===== src/rtl/avg_filter_multi_if.sv =====
// rtl/avg_filter_multi_if.sv - sample-in / result-out handshake bundle for avg_filter_multi
interface avg_filter_multi_if #(
    parameter int DATA_WIDTH = 24,
    parameter int CHANNELS   = 2
);
    logic                           in_valid;
    logic                           in_ready;
    logic [CHANNELS*DATA_WIDTH-1:0] in_data;
    logic                           out_valid;
    logic                           out_ready;
    logic [CHANNELS*DATA_WIDTH-1:0] out_data;

    // Sample source / codec side
    modport master (
        output in_valid, in_data, out_ready,
        input  in_ready, out_valid, out_data
    );

    // Filter side
    modport slave (
        input  in_valid, in_data, out_ready,
        output in_ready, out_valid, out_data
    );
endinterface


===== src/rtl/avg_filter_multi.sv =====
// rtl/avg_filter_multi.sv - per-channel N-point moving average with bypass and history clear
module avg_filter_multi #(
    parameter int DATA_WIDTH = 24,
    parameter int ADDR_WIDTH = 3,
    parameter int CHANNELS   = 2
) (
    input  logic              clk,
    input  logic              reset_n,
    avg_filter_multi_if.slave bus,
    input  logic              bypass,
    input  logic              clear,
    output logic              busy,
    output logic              primed
);
    localparam int N     = 1 << ADDR_WIDTH;
    localparam int ACC_W = DATA_WIDTH + ADDR_WIDTH;
    localparam logic [ADDR_WIDTH-1:0] LAST_IDX  = '1;
    localparam logic [ADDR_WIDTH:0]   FILL_FULL = {1'b1, {ADDR_WIDTH{1'b0}}};

    typedef enum logic {ST_CLEAR, ST_RUN} state_t;

    state_t                         state_q, state_d;
    logic [ADDR_WIDTH-1:0]          clr_cnt;
    logic [ADDR_WIDTH-1:0]          wr_ptr;
    logic [ADDR_WIDTH:0]            fill;
    logic                           out_valid_q;
    logic [CHANNELS*DATA_WIDTH-1:0] out_data_q;
    logic signed [ACC_W-1:0]        acc_q  [CHANNELS];
    logic signed [ACC_W-1:0]        acc_nx [CHANNELS];
    logic signed [ACC_W-1:0]        x_ext, old_ext;
    logic [CHANNELS*DATA_WIDTH-1:0] res_data;
    logic [DATA_WIDTH-1:0]          hist [CHANNELS][N];
    logic                           accept;
    logic                           run_clear;

    // A clear request wins over a same-cycle sample so no accepted sample is silently discarded
    assign bus.in_ready  = (state_q == ST_RUN) && !clear && (!out_valid_q || bus.out_ready);
    assign accept        = bus.in_valid && bus.in_ready;
    assign run_clear     = (state_q == ST_RUN) && clear;
    assign bus.out_valid = out_valid_q;
    assign bus.out_data  = out_data_q;
    assign busy          = (state_q == ST_CLEAR);
    assign primed        = (fill == FILL_FULL);

    // Next state: leave CLEAR after zeroing the last entry unless a new clear restarts the pass
    always_comb begin
        state_d = state_q;
        case (state_q)
            ST_CLEAR: if (!clear && clr_cnt == LAST_IDX) state_d = ST_RUN;
            ST_RUN:   if (clear) state_d = ST_CLEAR;
            default:  state_d = ST_CLEAR;
        endcase
    end

    // Per-lane running sum update and the value presented on accept
    always_comb begin
        res_data = '0;
        x_ext    = '0;
        old_ext  = '0;
        for (int k = 0; k < CHANNELS; k++) begin
            x_ext   = {{ADDR_WIDTH{bus.in_data[k*DATA_WIDTH + DATA_WIDTH-1]}},
                       bus.in_data[k*DATA_WIDTH +: DATA_WIDTH]};
            old_ext = {{ADDR_WIDTH{hist[k][wr_ptr][DATA_WIDTH-1]}}, hist[k][wr_ptr]};
            acc_nx[k] = acc_q[k] + x_ext - old_ext;
            res_data[k*DATA_WIDTH +: DATA_WIDTH] = bypass ? bus.in_data[k*DATA_WIDTH +: DATA_WIDTH]
                                                          : acc_nx[k][ADDR_WIDTH +: DATA_WIDTH];
        end
    end

    // State, pointers, accumulators and the single output stage
    always_ff @(posedge clk or negedge reset_n) begin
        if (!reset_n) begin
            state_q     <= ST_CLEAR;
            clr_cnt     <= '0;
            wr_ptr      <= '0;
            fill        <= '0;
            out_valid_q <= 1'b0;
            out_data_q  <= '0;
            for (int k = 0; k < CHANNELS; k++) acc_q[k] <= '0;
        end else begin
            state_q <= state_d;
            if (state_q == ST_CLEAR)
                clr_cnt <= clear ? '0 : clr_cnt + ADDR_WIDTH'(1);
            if (run_clear) begin
                clr_cnt     <= '0;
                wr_ptr      <= '0;
                fill        <= '0;
                out_valid_q <= 1'b0;
                for (int k = 0; k < CHANNELS; k++) acc_q[k] <= '0;
            end else if (accept) begin
                wr_ptr      <= wr_ptr + ADDR_WIDTH'(1);
                if (fill != FILL_FULL) fill <= fill + (ADDR_WIDTH+1)'(1);
                out_valid_q <= 1'b1;
                out_data_q  <= res_data;
                for (int k = 0; k < CHANNELS; k++) acc_q[k] <= acc_nx[k];
            end else if (bus.out_ready) begin
                out_valid_q <= 1'b0;
            end
        end
    end

    // History store has no reset; the CLEAR pass zeroes it one index per cycle
    always_ff @(posedge clk) begin
        for (int k = 0; k < CHANNELS; k++) begin
            if (state_q == ST_CLEAR)
                hist[k][clr_cnt] <= '0;
            else if (accept)
                hist[k][wr_ptr] <= bus.in_data[k*DATA_WIDTH +: DATA_WIDTH];
        end
    end
endmodule


===== src/flat_wrapper.sv =====
// flat-port wrapper written by rule: the top's interface ports become plain ports
module avg_filter_multi_flat 
#(
    parameter int DATA_WIDTH = 24,
    parameter int ADDR_WIDTH = 3,
    parameter int CHANNELS   = 2
)
  (clk, reset_n, bypass, clear, busy, primed, bus_in_valid, bus_in_data, bus_out_ready, bus_in_ready, bus_out_valid, bus_out_data);
  avg_filter_multi_if #(.DATA_WIDTH(DATA_WIDTH), .CHANNELS(CHANNELS)) bus_i ();
  input  logic clk;
  input  logic reset_n;
  input  logic bypass;
  input  logic clear;
  output logic busy;
  output logic primed;
  input wire logic [$bits(bus_i.in_valid)-1:0] bus_in_valid;
  input wire logic [$bits(bus_i.in_data)-1:0] bus_in_data;
  input wire logic [$bits(bus_i.out_ready)-1:0] bus_out_ready;
  output wire logic [$bits(bus_i.in_ready)-1:0] bus_in_ready;
  output wire logic [$bits(bus_i.out_valid)-1:0] bus_out_valid;
  output wire logic [$bits(bus_i.out_data)-1:0] bus_out_data;
  assign bus_i.in_valid = bus_in_valid;
  assign bus_i.in_data = bus_in_data;
  assign bus_i.out_ready = bus_out_ready;
  assign bus_in_ready = bus_i.in_ready;
  assign bus_out_valid = bus_i.out_valid;
  assign bus_out_data = bus_i.out_data;
  avg_filter_multi #(.DATA_WIDTH(DATA_WIDTH), .ADDR_WIDTH(ADDR_WIDTH), .CHANNELS(CHANNELS)) u_core (.clk(clk), .reset_n(reset_n), .bus(bus_i), .bypass(bypass), .clear(clear), .busy(busy), .primed(primed));
endmodule

===== config.mk =====
export PLATFORM = sky130hd
export DESIGN_NAME = avg_filter_multi_flat
export DESIGN_NICKNAME = d
export VERILOG_FILES = /design/src/rtl/avg_filter_multi_if.sv /design/src/rtl/avg_filter_multi.sv /design/src/flat_wrapper.sv
export SDC_FILE = /design/constraint.sdc
export NUM_CORES = 1
export LEC_CHECK = 0
export BUFFER_PORTS_ARGS = -buffer_cell sky130_fd_sc_hd__clkbuf_2
export CELL_PAD_IN_SITES_DETAIL_PLACEMENT = 0
export CELL_PAD_IN_SITES_GLOBAL_PLACEMENT = 2
export CORE_MARGIN = 2
export CORE_UTILIZATION = 45
export CTS_CLUSTER_SIZE = 28
export DETAILED_ROUTE_END_ITERATION = 6
export PLACE_DENSITY = 0.85
export SLEW_MARGIN = 25
export SYNTH_ARGS = -nofsm -noshare
export SYNTH_HDL_FRONTEND = slang
export SYNTH_SLANG_ARGS = --single-unit

===== constraint.sdc =====
create_clock -name clk -period 7.43 [get_ports clk]
set_input_delay 0.3715 -clock clk [delete_from_list [all_inputs] [get_ports clk]]
set_output_delay 0.3715 -clock clk [all_outputs]
set_load 0.01 [all_outputs]

Word level (Yosys, flattened, before mapping). Memories as Yosys holds them, arrays and structs flattened. Cells that the tools add are included. Widths: inputs -> output; s select.

RAM bits: 384. Bits of input ports: 54. Memories: 1. Output and inout bits: 52. Bits in registers: 114. Word-level logic and storage cells: 843.

Reductions and logical operators: 15. Bitwise operators: 388. Magnitude comparators: 4. Add/subtract/negate cells: 7. Equal/unequal tests: 4. Muxes and demuxes: 416.

Memory list: u_core.hist (words 2, width 192, rd ports 2, clocked after memory_dff 0, write ports 2, line avg_filter_multi.sv:32) `logic [DATA_WIDTH-1:0] hist [CHANNELS][N];`.

Operators with widths (number): $mux 1 (391); $mux 192 (2); $or 1x1->1 (384); $mux 24 (8); $bmux 24 s3 (2); $demux 24 s3 (2); $mux 54 (2); $add 27x24->27 (2); $sub 27x24->27 (2); $mux 3 (5); $mux 4 (3); $ge 4x4->1 const B (2); $lt 4x1->1 const B (2); $not 3->4 (2); $logic_and 1x1->1 (7); $add 3x1->3 const B (2); $add 4x1->4 const B (1); $eq 4x4->1 const B (1); $ne 4x4->1 const B (1); $reduce_and 2->1 (2); $reduce_bool 2->1 (2); $eq 3x3->1 const B (1); $reduce_bool 3->1 (1); $logic_not 1->1 (2); other kinds (4) (5).

Logic depth before layout (Yosys ltp).
Word-level depth: 8. Depth in mapped cells: 20. Mapped depth without buffers: 17.

Least setup slack after synthesis. OpenSTA, ideal clock, no wires.

Kind: reg-to-reg. Start point: reg u_core.state_q. End point: mem u_core.hist[0][168] (netlist name) (enable). Slack: 2.493 ns. Setup time: 0.525 ns. Stages on the path, launching flop included: 4. Required time: 6.905 ns. Arrival: 4.412 ns. Path buffers: 1. Path through: dfrtp_1 -> buf_2 -> or2_2 -> o31ai_1.

RTL lines: start: declaration (line avg_filter_multi.sv:22) `state_t state_q, state_d;`; start signal: assignment (line avg_filter_multi.sv:81) `state_q <= state_d;`; end: declaration (line avg_filter_multi.sv:32).

Final worst setup path.
Start point: reg u_core.wr_ptr[2]. End point: reg u_core.acc_q[26] (netlist name).

Longest elaborated chain between the ends: 7.

RTL lines: start: declaration (line avg_filter_multi.sv:24) `logic [ADDR_WIDTH-1:0] wr_ptr;`; start signal: assignment (line avg_filter_multi.sv:91) `wr_ptr <= wr_ptr + ADDR_WIDTH'(1);`; $not 3->4 (not written as such) (line avg_filter_multi.sv:63) `old_ext = {{ADDR_WIDTH{hist[k][wr_ptr][DATA_WIDTH-1]}}, hist[k][wr_ptr]};`; $bmux 24 s3 (line avg_filter_multi.sv:63); $mux 24 (not written as such) (2 in a row) (line avg_filter_multi.sv:63); $sub 27x24->27 (line avg_filter_multi.sv:64) `acc_nx[k] = acc_q[k] + x_ext - old_ext;`; $mux 54 (line avg_filter_multi.sv:90) `end else if (accept) begin`; $mux 54 (line avg_filter_multi.sv:84) `if (run_clear) begin`; end: declaration (line avg_filter_multi.sv:28) `logic signed [ACC_W-1:0] acc_q [CHANNELS];`.

Every way passes these cells. The select of a mux whose other input is x is not followed. A chain may end at the register's enable or synchronous reset.

==> metrics.txt <==
# TYPE chip_impl_metric gauge
chip_impl_metric{name="via_count",unit=""} 17900
chip_impl_metric{name="initial_utilization",unit=""} 0.456
chip_impl_info{name="critical_path_class",value="reg -> reg"} 1
chip_impl_metric{name="post_place_setup_slack",unit="ns"} 2.22
chip_impl_info{name="hold_class",value="in -> reg"} 1
chip_impl_metric{name="drc",unit=""} 0
chip_impl_metric{name="power.switching",unit="W"} 0.00340
chip_impl_info{name="crit_end",value="u_core.acc_q[26]$_DFFE_PN0P_"} 1
chip_impl_metric{name="finalSetupViolations",unit=""} 0
chip_impl_metric{name="worst_hold_path.num_cells",unit=""} 4
chip_impl_metric{name="cts_htree_levels",unit=""} 2
chip_impl_metric{name="synth_edf_count",unit=""} 384
chip_impl_metric{name="synth_adder_area_share",unit=""} 0.0734
chip_impl_metric{name="net_count_reported_at_finish",unit=""} 2479
chip_impl_metric{name="fmax",unit="GHz"} 0.192
chip_impl_metric{name="timing_worst_slew_pin_value",unit="ns"} 0.971
chip_impl_metric{name="power_frac_comb",unit=""} 0.350
chip_impl_metric{name="detail_route.iter0.violations",unit=""} 1796
chip_impl_metric{name="syn_avg_cell_area",unit="sq um"} 10.9
chip_impl_metric{name="place_congestion",unit=""} 0.884
chip_impl_metric{name="mappedNetlistNets",unit=""} 2427
chip_impl_metric{name="yosysWarningCount",unit=""} 0
chip_impl_metric{name="ios",unit=""} 106
chip_impl_metric{name="dieArea",unit="sq mm"} 0.0565
chip_impl_metric{name="post_synth_inst_count",unit=""} 2260
chip_impl_metric{name="areaGrowthSynthToFinish",unit="%"} 12.8
chip_impl_metric{name="async_reset_ff_frac",unit=""} 0.229
chip_impl_metric{name="drt-wirelength-per-cell",unit="um"} 25.0
chip_impl_metric{name="core_area",unit="sq mm"} 0.0539
chip_impl_info{name="status",value="completed"} 1
chip_impl_metric{name="p_seq_frac",unit=""} 0.352
chip_impl_metric{name="post-synth-top-area-fraction",unit=""} 0.469
chip_impl_metric{name="synth.distinct_cells",unit=""} 64
chip_impl_metric{name="slew_violations",unit=""} 0
chip_impl_metric{name="ys_seq_area_frac",unit=""} 0.585
chip_impl_info{name="r2r_start",value="u_core.wr_ptr[2]$_DFFE_PN0P_"} 1
chip_impl_info{name="synth.area.top_cells",value="edfxtp_1 (47%), dfrtp_1 (12%), nor2_1 (6.4%)"} 1
chip_impl_metric{name="globalRoute.totalOverflow",unit=""} 0
chip_impl_info{name="grt_setup_unrepaired",value="no"} 1
chip_impl_metric{name="die_width",unit="um"} 238
chip_impl_metric{name="clock_power_share",unit=""} 0.298
chip_impl_metric{name="first_pass_grt_wire_length",unit="um"} 115000
chip_impl_metric{name="intPower",unit="W"} 0.00608
chip_impl_metric{name="critPathRequiredTime",unit="ns"} 7.88
chip_impl_metric{name="synth.mux.area_fraction",unit=""} 0.00255
chip_impl_info{name="mostFrequentLayoutCells",value="nor2_1 (420), edfxtp_1 (384), a22oi_1 (192), inv_1 (173), dfrtp_1 (114)"} 1
chip_impl_info{name="startpoint_type",value="flop"} 1
chip_impl_metric{name="critPathArrivalTime",unit="ns"} 5.67
chip_impl_metric{name="final_period_demand_of_the_worst_path",unit="ns"} 5.21
chip_impl_metric{name="mappedNetlistArea",unit="sq mm"} 0.0246
chip_impl_info{name="clockRootBuffer",value="clkbuf_16"} 1
chip_impl_metric{name="tritoncts_num_sinks",unit=""} 498
chip_impl_info{name="endpoint_kind",value="flop"} 1
chip_impl_metric{name="worst-r2r-cell-count",unit=""} 16
chip_impl_metric{name="max-slew-margin-rel",unit=""} 0.353
chip_impl_metric{name="power.switching_fraction",unit=""} 0.358
chip_impl_metric{name="fin_util",unit=""} 0.514
chip_impl_metric{name="grtUsageTotal",unit=""} 0.273
chip_impl_metric{name="clock_latency_at_the_later_pin_of_the_worst_skew_pair",unit="ns"} 0.62
chip_impl_info{name="synth_ff_type",value="edfxtp_1"} 1
chip_impl_info{name="r2r_end",value="u_core.acc_q[26]$_DFFE_PN0P_"} 1
chip_impl_metric{name="path_max_fanout",unit=""} 38
chip_impl_metric{name="clk_pin_slew_worst_paths",unit="ns"} 0.06
chip_impl_metric{name="post_synth_and_or_nand_nor_area_fraction",unit=""} 0.130
chip_impl_metric{name="synth-seq-cells",unit=""} 498
chip_impl_metric{name="power.static_leakage",unit="nW"} 11.3
chip_impl_metric{name="detailed_place_hpwl",unit="um"} 45900
chip_impl_metric{name="max-vdd-ir-drop",unit="V"} 0.000213
chip_impl_metric{name="fillerInstances",unit=""} 4796
chip_impl_metric{name="cellPowerDensity",unit="mW/mm^2"} 342
chip_impl_metric{name="die_y",unit="um"} 238
chip_impl_metric{name="first_drt_pass_iteration_count",unit=""} 5
chip_impl_info{name="synth_top_family_by_area",value="compound AO/OA/AOI/OAI gates"} 1
chip_impl_metric{name="final_routed_wirelength_across_all_metal_layers",unit="um"} 76200
chip_impl_metric{name="port-buffer-count",unit=""} 105
chip_impl_metric{name="finalClockSkew",unit="ns"} 0.0248
chip_impl_metric{name="clockBufferDepth",unit=""} 3
chip_impl_metric{name="regToRegSetupSlack",unit="ns"} 2.22
chip_impl_metric{name="fin_tns_setup",unit="ns"} 0
chip_impl_metric{name="period_share",unit=""} 0.702
chip_impl_metric{name="cts_inserted_buffers",unit=""} 53
chip_impl_metric{name="vias_per_cell",unit=""} 5.86
chip_impl_metric{name="setup_slack",unit="ns"} 2.22
chip_impl_metric{name="antenna_violations_before_repair",unit=""} 1
chip_impl_metric{name="xor_xnor_fraction_of_synth_area",unit=""} 0.0210
chip_impl_info{name="layout_commonest_cell",value="nor2_1"} 1
chip_impl_metric{name="maxCapViolCount",unit=""} 0
chip_impl_metric{name="report.final.hold_viol_count",unit=""} 0
chip_impl_info{name="setup.worst_path.start",value="u_core.wr_ptr[2]$_DFFE_PN0P_"} 1
chip_impl_metric{name="drtAntennaViolNets",unit=""} 0
chip_impl_metric{name="first_global_vias",unit=""} 18300
chip_impl_metric{name="synth_compound_area_frac",unit=""} 0.131
chip_impl_metric{name="layout_cells_sized_above_1",unit=""} 0.120
chip_impl_metric{name="grt_start_max_net_pins",unit=""} 80
chip_impl_info{name="synth.largest_area_cell",value="edfxtp_1"} 1
chip_impl_info{name="tritoncts",value="yes"} 1
chip_impl_metric{name="std_cell_rows",unit=""} 85
[layout make-up]
class,count,area (sq um),area share
Inverter,219,822,0.0297
Tap cell,696,871,0.0314
Clock buffer,62,1390,0.0502
Clock inverter,35,443,0.0160
Sequential cell,498,14400,0.519
Multi-Input combinational cell,1399,8990,0.325
Antenna cell,1,2.50,0.0000903
Timing Repair Buffer,141,805,0.0290
[power by group through the flow]
stage	Combinational (W)	Clock, W	Sequential, W
2_1_floorplan	0.00228	0	0.00339
3_3_place_gp	0.00326	0	0.00339
3_5_place_dp	0.00327	0	0.00339
4_1_cts	0.00330	0.00286	0.00334
5_1_grt	0.00367	0.00295	0.00336
6_report	0.00331	0.00283	0.00334
[sequential cells by signal, summed over array words and instances (netlist names)]
signal and flops:
u_core.acc_q 54, u_core.bus.out_data 48, u_core.bus.out_valid 1, u_core.clr_cnt 3
u_core.fill 4, u_core.hist 384, u_core.state_q 1, u_core.wr_ptr 3
[cells by family (layout without fill, tap and decap cells)]
logic type	count (synthesis)	after routing
AOI/OAI and AO/OA	492	492
xor gates and xnor gates	58	58
and+or+nand+nor	730	730
DFF	498	498
muxes	6	6
other	0	1
adders and majority gates	113	113
buffers and inverters	363	457
[stage by stage]
step / hold slack (ns) / cell area [sq um] / power, W / cells
after detailed placement: 0.458 / 25900 / 0.00667 / 2952
after global routing: 0.0474 / 27700 / 0.00998 / 3050
after floorplan: 0.0759 / 24600 / 0.00567 / 2260
final: 0.0347 / 27700 / 0.00948 / 3051
after global placement: 0.462 / 25900 / 0.00665 / 2952
after CTS: 0.0116 / 27700 / 0.00950 / 3050
[synth_stat cells, drive strengths merged, types with 29 or more instances]
cell and number:
nand3 67, o21ai 117, nand4 60, fa 52, ha 61, xnor2 32, a22oi 192, a21oi 91
inv 190, clkbuf 127, clkinv 29, nor2 422, edfxtp 384, nand2 93, dfrtp 114
[critical path, cell delays in order (launching register included)]
cell and delay (ns):
dfrtp_1 0.57, nand2_1 0.15, nor2_4 0.43, buf_4 0.64, a22oi_1 0.15, nand4_1 0.22
fa_1 0.43, inv_1 0.08, ha_1 0.28, a21o_1 0.21, a221o_2 0.44, nand4_1 0.11
nand3_1 0.19, a41oi_2 0.32, mux2_2 0.36, a311oi_1 0.30, o21ai_0 0.11
[per-layer routing]
layer	share of wire	routed length, um	vias up	global-route usage
met3	0.063	4810	141	0.0311
li1	-	-	8081	-
met5	0.00018	14	-	0
met2	0.49	37300	732	0.464
met1	0.41	31300	8923	0.359
met4	0.037	2840	2	0.107
[how the worst min path moves through the flow]
stage / end / slack [ns] / start
5_1_grt: u_core.bus.out_valid$_DFFE_PN0P_ / 0.05 / bus_out_ready
3_5_place_dp: u_core.bus.out_data[34]$_DFFE_PN0P_ / 0.46 / reset_n
2_1_floorplan: u_core.acc_q[0]$_DFFE_PN0P_ / 0.08 / reset_n
3_3_place_gp: u_core.bus.out_data[29]$_DFFE_PN0P_ / 0.46 / u_core.bus.out_data[29]$_DFFE_PN0P_
6_report: u_core.bus.out_valid$_DFFE_PN0P_ / 0.03 / bus_out_ready
4_1_cts: u_core.bus.out_valid$_DFFE_PN0P_ / 0.01 / bus_out_ready
[timing repair]
action / in CTS / in global routing
gates resized for setup: 0 / 0
hold buffers: 1 / 0
buffers inserted: 0 / 0
endpoints found under the setup margin: 0 / 0
hold endpoints to repair: 68 / 0
Note: power is estimated with default switching activity, not from simulation.
